===== config.mk =====
export PLATFORM = sky130hd
export DESIGN_NAME = exc_irq_ctrl
export DESIGN_NICKNAME = d
export VERILOG_FILES = /design/src/rtl/exc_pkg.sv /design/src/rtl/irq_edge_latch.sv /design/src/rtl/exc_irq_ctrl.sv
export SDC_FILE = /design/constraint.sdc
export NUM_CORES = 1
export LEC_CHECK = 0
export CORE_MARGIN = 2
export CORE_UTILIZATION = 45
export CTS_CLUSTER_DIAMETER = 100
export CTS_CLUSTER_SIZE = 12
export DETAILED_ROUTE_END_ITERATION = 8
export GPL_ROUTABILITY_DRIVEN = 0
export PLACE_DENSITY = 0.78
export SETUP_SLACK_MARGIN = 0.2
export SYNTH_ARGS = -nofsm -noshare
export SYNTH_HDL_FRONTEND = slang
export SYNTH_SLANG_ARGS = --single-unit

===== constraint.sdc =====
create_clock -name clk -period 1.26 [get_ports clk]
set_input_delay 0.126 -clock clk [delete_from_list [all_inputs] [get_ports clk]]
set_output_delay 0.126 -clock clk [all_outputs]
set_load 0.005 [all_outputs]

===== src/rtl/exc_pkg.sv =====
// +--------------------------------------------------------------------------+
// | exc_pkg : shared FSM state type and cause codes for exc_irq_ctrl         |
// | Rev 1.0                                                                  |
// +--------------------------------------------------------------------------+
`default_nettype none

package exc_pkg;

  typedef enum logic [1:0] {
    ST_IDLE    = 2'd0,
    ST_REQ     = 2'd1,
    ST_SERVICE = 2'd2
  } exc_state_e;

  localparam int EXC_NONE = 0;
  localparam int EXC_SYNC = 1;

  // Width needed to hold a channel index; never narrower than one bit.
  function automatic int idx_width(input int n);
    return (n > 1) ? $clog2(n) : 1;
  endfunction

endpackage

`default_nettype wire


===== src/rtl/irq_edge_latch.sv =====
// +--------------------------------------------------------------------------+
// | irq_edge_latch : one interrupt channel - optional 2-flop synchroniser    |
// | (IRQ_SYNC_EN), rising-edge detect and sticky pending bit. Rev 1.0        |
// +--------------------------------------------------------------------------+
`default_nettype none

module irq_edge_latch (
  input  logic clk,
  input  logic reset,
  input  logic irq_in,
  input  logic clr,
  output logic pending
);

  logic cur;
  logic prev_q, prev_d;
  logic arm_q, arm_d;
  logic pend_q, pend_d;
  logic rise;

`ifdef IRQ_SYNC_EN
  logic [1:0] sync_q, sync_d;

  always_comb begin
    sync_d = {sync_q[0], irq_in};
  end

  // Synchroniser keeps running through reset so a held line is already
  // settled by the time edge detection is re-armed.
  always_ff @(posedge clk) begin
    sync_q <= sync_d;
  end

  assign cur = sync_q[1];
`else
  assign cur = irq_in;
`endif

  // arm_q blocks the first post-reset sample from being seen as an edge.
  always_comb begin
    prev_d = cur;
    arm_d  = 1'b1;
    rise   = arm_q & cur & ~prev_q;
    pend_d = rise | (pend_q & ~clr);
  end

  always_ff @(posedge clk) begin
    if (!reset) begin
      prev_q <= 1'b0;
      arm_q  <= 1'b0;
      pend_q <= 1'b0;
    end else begin
      prev_q <= prev_d;
      arm_q  <= arm_d;
      pend_q <= pend_d;
    end
  end

  assign pending = pend_q;

endmodule

`default_nettype wire


===== src/rtl/exc_irq_ctrl.sv =====
// +--------------------------------------------------------------------------+
// | exc_irq_ctrl : exception / interrupt controller, IDLE-REQ-SERVICE FSM,   |
// | lowest-index priority, sync exception first. Option: IRQ_SYNC_EN. Rev1.0 |
// +--------------------------------------------------------------------------+
`default_nettype none

module exc_irq_ctrl
  import exc_pkg::*;
#(
  parameter int N_IRQ    = 4,
  parameter int ESW      = 4,
  parameter int IRQ_BASE = 8
) (
  input  logic             clk,
  input  logic             reset,
  input  logic [N_IRQ-1:0] ExtIRQ,
  input  logic [N_IRQ-1:0] irq_mask,
  input  logic             sync_exc,
  input  logic             ExcAck,
  input  logic             ERet,
  output logic             Exc,
  output logic [ESW-1:0]   EStatus,
  output logic [N_IRQ-1:0] ExtlAck,
  output logic             busy
);

  localparam int CW = idx_width(N_IRQ);

  exc_state_e       state_q, state_d;
  logic [CW-1:0]    chan_q, chan_d;
  logic             irq_q, irq_d;
  logic [ESW-1:0]   estatus_q, estatus_d;
  logic [N_IRQ-1:0] extlack_q, extlack_d;

  logic [N_IRQ-1:0] pending;
  logic [N_IRQ-1:0] eligible;
  logic [N_IRQ-1:0] ack_clr;
  logic [CW-1:0]    first_idx;

  for (genvar k = 0; k < N_IRQ; k++) begin : g_ch
    irq_edge_latch u_latch (
      .clk     (clk),
      .reset   (reset),
      .irq_in  (ExtIRQ[k]),
      .clr     (ack_clr[k]),
      .pending (pending[k])
    );
  end

  assign eligible = pending & irq_mask;

  // Scan downward so the lowest set index wins.
  always_comb begin
    first_idx = '0;
    for (int k = N_IRQ - 1; k >= 0; k--) begin
      if (eligible[k]) first_idx = CW'(k);
    end
  end

  // Only an interrupt-sourced exception acknowledges and clears its channel.
  always_comb begin
    ack_clr = '0;
    for (int k = 0; k < N_IRQ; k++) begin
      ack_clr[k] = (state_q == ST_REQ) && ExcAck && irq_q && (chan_q == CW'(k));
    end
  end

  always_comb begin
    state_d   = state_q;
    chan_d    = chan_q;
    irq_d     = irq_q;
    estatus_d = estatus_q;
    extlack_d = ack_clr;
    case (state_q)
      ST_IDLE: begin
        if (sync_exc) begin
          state_d   = ST_REQ;
          irq_d     = 1'b0;
          estatus_d = ESW'(EXC_SYNC);
        end else if (|eligible) begin
          state_d   = ST_REQ;
          irq_d     = 1'b1;
          chan_d    = first_idx;
          estatus_d = ESW'(IRQ_BASE) + ESW'(first_idx);
        end
      end
      ST_REQ: begin
        if (ExcAck) state_d = ST_SERVICE;
      end
      ST_SERVICE: begin
        if (ERet) begin
          state_d   = ST_IDLE;
          estatus_d = ESW'(EXC_NONE);
        end
      end
      default: begin
        state_d   = ST_IDLE;
        estatus_d = ESW'(EXC_NONE);
      end
    endcase
  end

  always_ff @(posedge clk) begin
    if (!reset) begin
      state_q   <= ST_IDLE;
      chan_q    <= '0;
      irq_q     <= 1'b0;
      estatus_q <= '0;
      extlack_q <= '0;
    end else begin
      state_q   <= state_d;
      chan_q    <= chan_d;
      irq_q     <= irq_d;
      estatus_q <= estatus_d;
      extlack_q <= extlack_d;
    end
  end

  assign Exc     = (state_q == ST_REQ);
  assign busy    = (state_q != ST_IDLE);
  assign EStatus = estatus_q;
  assign ExtlAck = extlack_q;

endmodule

`default_nettype wire


==> metrics.cfg <==
[layout]
diodes = 0
layout-drive-gt1-share_pct = 42.0
final_nets = 145
nFillCells = 110
area_growth_pct = 64.8

[cts]
cts_buffers = 3
htree_levels = 1
cts.sink_count = 21
clock_path_buffers = 2
clk_pin_slew_ps = 110
tritoncts = built
root_buffer = clkbuf_4
insertion_delay_ps = 310

[routing]
routed_wl_um = 2560
vias_per_cell = 5.42
drtIter0Drc = 25
via_count = 845
wire_per_inst_um = 16.4
route.detailed.drc = 0
drt_first_pass_iters = 4
ant_nets = 0

[global_route]
grt_usage_pct = 24.7
antenna_found_initial = 0
grt_pass1_vias = 809
grt_max_degree = 12
grt.overflow.total = 0
grt_pass1_wl_um = 3690

[logic_synthesis]
synthCells = 88
syn-num-nets = 101
synth_top_area_share_pct = 50.5
ys_types = 31
yosysWarnings = 0
synth_seq_cells = 21
synth_common_cells = dfxtp_1 (21), a21oi_1 (10), nand2_1 (10), nor2_1 (6)
async_flop_share_pct = 0
ys_seq_area_share_pct = 50.5
synthTopCellsByArea = dfxtp_1 (51%), a21oi_1 (6.0%), nand2_1 (4.5%)
yosys.area.top_type = dfxtp_1
synth_edf_count = 0
syn-cell-area_um2 = 832
syn_avg_cell_area_um2 = 9.46
synth_flop_cell = dfxtp_1
synth_most_common_cell = dfxtp_1

[placement]
post-place-ws_ps = -105
hpwl_um = 1430
io_buffers = 21

[worst_setup_path]
startpoint_type = register
path_class = reg -> reg
cpMaxStageDelayCell = dfxtp_4
required_ps = 1470
worst_path_dominant_cell_family = buffers and inverters
worstPathMaxFanout = 4
critical_path.max_stage_delay_ps = 360
crit_top_cell = buf_6
path_cells = buf_6 -> nor2b_4 -> buf_6 -> buf_6 -> nand3_4 -> buf_6 -> o21ai_2 -> a21oi_1
path_buf_inv = 4
arrival_ps = 1560
worst_setup_path_end_kind = register

[pwr]
power_leakage_nw = 0.552
power_density_mw_per_mm2 = 1140
vdd_drop_max_v = 0.000841

[sta]
fin_ws_ps = -91.9
drv_slew = 0
fin_worst_skew_ps = 3.00
clock.fmax_ghz = 0.740
hold_viol = 0
hold-worst-slack_ps = 402
timing.final.crit_share_pct = 107
setup_viol = 12
rsz0062_at_grt = true
finalCriticalPeriod_ps = 1350

[die]
core_area_mm2 = 0.00173
rows = 15
dieArea_mm2 = 0.00221
io_pins = 23
fp.dieH_um = 47
die_width_um = 47
initial_utilization_pct = 48.2

[worst_hold_path]
hp-class = in -> reg

[run]
max_cap_violations = 0

[status]
outcome = finished with violations
violations = negative setup slack

-- cells by family after synthesis --
| kind of cell | count (synthesis) | share of synthesized area (%) |
|---|---|---|
| and+or+nand+nor | 34 | 23.5 |
| AOI/OAI and AO/OA | 25 | 20.2 |
| DFF | 21 | 50.5 |
| buffers and inverters | 6 | 4.21 |
| muxes | 1 | 1.20 |
| other | 1 | 0.451 |
-- path summary, 6_finish.rpt --
check                           startpoint                      end  slack [ps]  depth (start not counted)
worst max register to register  state_q[1]  g_ch[3].u_latch.pending         -90                          8
worst min register to register  EStatus[3]               EStatus[3]         470                          2
worst max-delay path            state_q[1]  g_ch[3].u_latch.pending         -90                          8
worst min-delay path             ExtIRQ[3]  g_ch[3].u_latch.pending         400                          3
-- cell usage in the layout (no fill, tap or decap), types with 2 or more instances in the layout --
cell             count
dfxtp_1             15
buf_4               14
clkdlybuf4s50_1     12
buf_6                9
nand2_1              8
a21oi_1              7
nor2_1               5
dlygate4sd2_1        5
dfxtp_2              4
and2_1               4
nand3b_1             4
nor3_2               3
a21oi_2              3
clkbuf_4             3
nand2b_1             2
o21ai_2              2
a22oi_2              2
nand2_2              2
clkdlybuf4s15_1      2
dfxtp_4              2
-- through the flow --
step           util (%)  total power, mW  area [µm²]  instances  TNS, ps
6_report           79.4             1.56        1370        156     -570
2_1_floorplan         -            0.904         846         88        0
5_1_grt            79.4             1.63        1370        156    -1370
4_1_cts            75.3             1.48        1300        155    -90.3
3_3_place_gp       65.6             1.05        1130        140     -139
3_5_place_dp       65.6             1.05        1130        140     -309
-- power breakdown --
group          internal [mW]  switching [mW]  leakage, nW  total [mW]
Sequential             0.708          0.0379        0.175       0.746
Combinational          0.269           0.218        0.362       0.487
Clock                  0.124           0.204       0.0150       0.328
-- routing by layer --
layer  share of wire [%]  vias up  track usage, %
li1                    -      397               -
met1                  42      409            32.5
met2                  50       31            38.4
met3                 3.1        8            2.69
met4                 4.3        0            16.1
met5                   0        -               0
-- state kept, by name (all words and copies together), names as in the netlist --
name,cells
g_ch.u_latch.prev_q,4
EStatus,3
g_ch.u_latch.arm_q,1
ExtlAck,4
chan_q,2
g_ch.u_latch.pending,4
irq_q,1
state_q,2
-- tightest hold or removal path, stage by stage --
cell	delay (ps)
clkdlybuf4s50_1	410
nand3b_1	80
a21oi_1	60
-- repair_timing --
action	in CTS	in global routing
cloned	0	0
resized for setup	33	21
buffers inserted	11	1
hold buffers	0	0
pin swaps	12	8
endpoints found under the setup margin	22	19
-- final cells by class --
class / count / area, µm² / area share (%)
multi-input cells: 61 / 477 / 34.8
flip-flops and latches: 21 / 433 / 31.6
repair buffers: 42 / 390 / 28.5
well taps: 25 / 31.3 / 2.28
clock buffers: 4 / 26.3 / 1.92
inverters: 3 / 13.8 / 1.00
No activity file was read; power rests on OpenSTA's default activity.
==> variant: new RTL, same flow settings <==
Put one more register stage on the output `EStatus`, with the module's reset. The value now appears one clock later. The other outputs are not delayed to match.
--- a/src/rtl/exc_irq_ctrl.sv
+++ b/src/rtl/exc_irq_ctrl.sv
@@ -118,7 +118,13 @@
 
   assign Exc     = (state_q == ST_REQ);
   assign busy    = (state_q != ST_IDLE);
-  assign EStatus = estatus_q;
+  always_ff @(posedge clk) begin
+    if (!reset) begin
+      EStatus <= '0;
+    end else begin
+      EStatus <= estatus_q;
+    end
+  end
   assign ExtlAck = extlack_q;
 
 endmodule
Function: changed (a bounded check fails within 4 cycles, from zero or initial values and one cycle with reset low).
==> variant against the original RTL <==
The flow still finishes with violations (setup timing); wire length increased by 5.0%; design area increased by 3.1%; synthesized area increased by 6.6%; clock power increased by 23%; power increased by 3.9%; largest power group unchanged; worst hold slack got worse by 0.016 ns; worst setup slack got worse by 0.0031 ns; sequential cell count increased by 3; clock skew increased by 0.0054 ns.
==> variant: results (changes against the original RTL) <==
clk_lat worst skew=about 0.32 ns; internal power=1.20 mW (was 1.10 mW); Critical Path Max Stage Delay=approximately 0.37 ns; WL per Instance=16.5 µm (was 16.4 µm); first-pass GRT wire length=3440 µm (was 3690 µm); Final Skew=0.00841 ns (was 0.00300 ns); Hold Path Class=in2reg (unchanged); fin crit period=1.35 ns (about the same); Pre-antenna DRT Iters=4 (unchanged); top cells by count, synth=dfxtp_1, nand2_1, and2_1, nor2_1 (was dfxtp_1, a21oi_1, nand2_1, nor2_1); Synth area leaders=dfxtp_1, nand2_1, and2_1 (was dfxtp_1, a21oi_1, nand2_1); crit path max fanout=4 (unchanged); GRT Overall Usage=19.0% (was 24.7%); ys flop type=dfxtp_1 (unchanged); CP max stage cell=dfxtp_4 (unchanged); R2R depth=6 (was 8); Num CTS Buffers=3 (unchanged); drt initial violations=16 (was 25); non-filler cells, final=163 (was 156); synthesis warning total=0 (unchanged); initial antenna violation count=0 (unchanged); Final setup viols=7 (was 12); status=finished, violations left (unchanged); Port Buf Inserts=21 (unchanged); worst vdd ir=0.727 mV (was 0.841 mV); cell count after synthesis=95 (was 88); post-detail-place hpwl=1320 µm (was 1430 µm); vias in the first global route=755 (was 809); failing checks=setup timing (unchanged); largest net degree at the start of global routing=23 (was 12); Vias=911 (was 845); # diodes=0 (unchanged); Place WS=-0.243 ns (was -0.105 ns); Top delay family on crit path=simple AND/OR/NAND/NOR gates (was buffers and inverters); root buffer cell=clkbuf_4 (unchanged); worst setup margin=-0.0949 ns (was -0.0919 ns); Hold Crit Depth=2 (was 3); Post-Syn Nets=108 (was 101); Setup CP Type=reg2reg (unchanged); Placed Cells=146 (was 140); DP Area=1180 µm² (was 1130 µm²); Leak=0.614 nW (was 0.552 nW); share of layout cells above drive strength 1=33.1% (was 42.0%); Async S/R FF share, synth=0% (unchanged); H-tree depth=1 (unchanged); sequential share of the synthesized area=54.2% (was 50.5%); CTS max path bufs=2 (unchanged); Cell variety after synth=29 (was 31); CTS clk-pin slew, worst paths=0.13 ns (was 0.11 ns)
variant: cell types whose count changed in the layout (fill, tap and decap cells not counted), sizes merged, moves of 3 or more:
cell	change
buf	-3
and2	+3
a21oi	-6
o21a	+3
dfxtp	+3
nand2	+4
variant: cell families (layout without fill, tap and decap cells):
| family | Yosys count | count (layout) | share of synthesized area, % |
|---|---|---|---|
| AO/OA/AOI/OAI | 19 | 19 | 15.1 |
| buffers and inverters | 5 | 46 | 2.68 |
| flip-flops | 24 | 24 | 54.2 |
| other | 1 | 1 | 0.423 |
| AND/OR/NAND/NOR | 46 | 46 | 27.6 |
variant: power by group through the flow:
stage | registers [mW] | clock network, mW | logic [mW]
6_report | 0.832 | 0.404 | 0.386
5_1_grt | 0.835 | 0.460 | 0.408
3_5_place_dp | 0.851 | 0 | 0.232
4_1_cts | 0.831 | 0.398 | 0.299
3_3_place_gp | 0.849 | 0 | 0.227
2_1_floorplan | 0.843 | 0 | 0.117
variant: metrics by stage:
| step | setup TNS, ns | total power [mW] | hold slack (ns) | util, % |
|---|---|---|---|---|
| 6_report | -0.459 | 1.62 | 0.386 | 74.3 |
| 5_1_grt | -0.955 | 1.70 | 0.357 | 74.3 |
| 4_1_cts | -0.163 | 1.53 | 0.384 | 68.9 |
| 3_5_place_dp | -1.00 | 1.08 | 0.430 | 61.9 |
| 3_3_place_gp | -0.698 | 1.08 | 0.419 | 61.9 |
| 2_1_floorplan | 0 | 0.960 | 0.154 | - |
variant: what timing repair did:
item / in CTS / in global routing
setup buffers: 6 / 7
resized for setup: 35 / 13
pin swaps: 13 / 10
hold buffers: 0 / 0
hold endpoints to repair: 0 / 0
setup endpoints to repair: 18 / 19
variant: path summary, 6_finish.rpt:
check	from	to	slack, ns
worst max-delay path	state_q[0]$_SDFFE_PN0P_	estatus_q[1]$_SDFFE_PN0P_	-0.09
worst min-delay path	ExtIRQ[0]	g_ch[0].u_latch.prev_q$_SDFF_PN0_	0.39
worst max register to register	state_q[0]$_SDFFE_PN0P_	estatus_q[1]$_SDFFE_PN0P_	-0.09
worst min register to register	estatus_q[0]$_SDFFE_PN0P_	EStatus[0]$_SDFF_PN0_	0.46
variant: area by class of cell:
type	instances	area, µm²
clock buffer	4	36.3
fill	138	488
inverter	2	7.51
multi-input combinational	66	458
sequential	24	492
tap	27	33.8
timing repair buffer	40	387
variant: metal layers:
layer	global-route usage, %	up-vias	routed length [µm]
li1	-	416	-
met1	22.9	417	987
met2	31.0	55	1410
met3	3.09	23	146
met4	13.3	0	140
met5	0	-	0
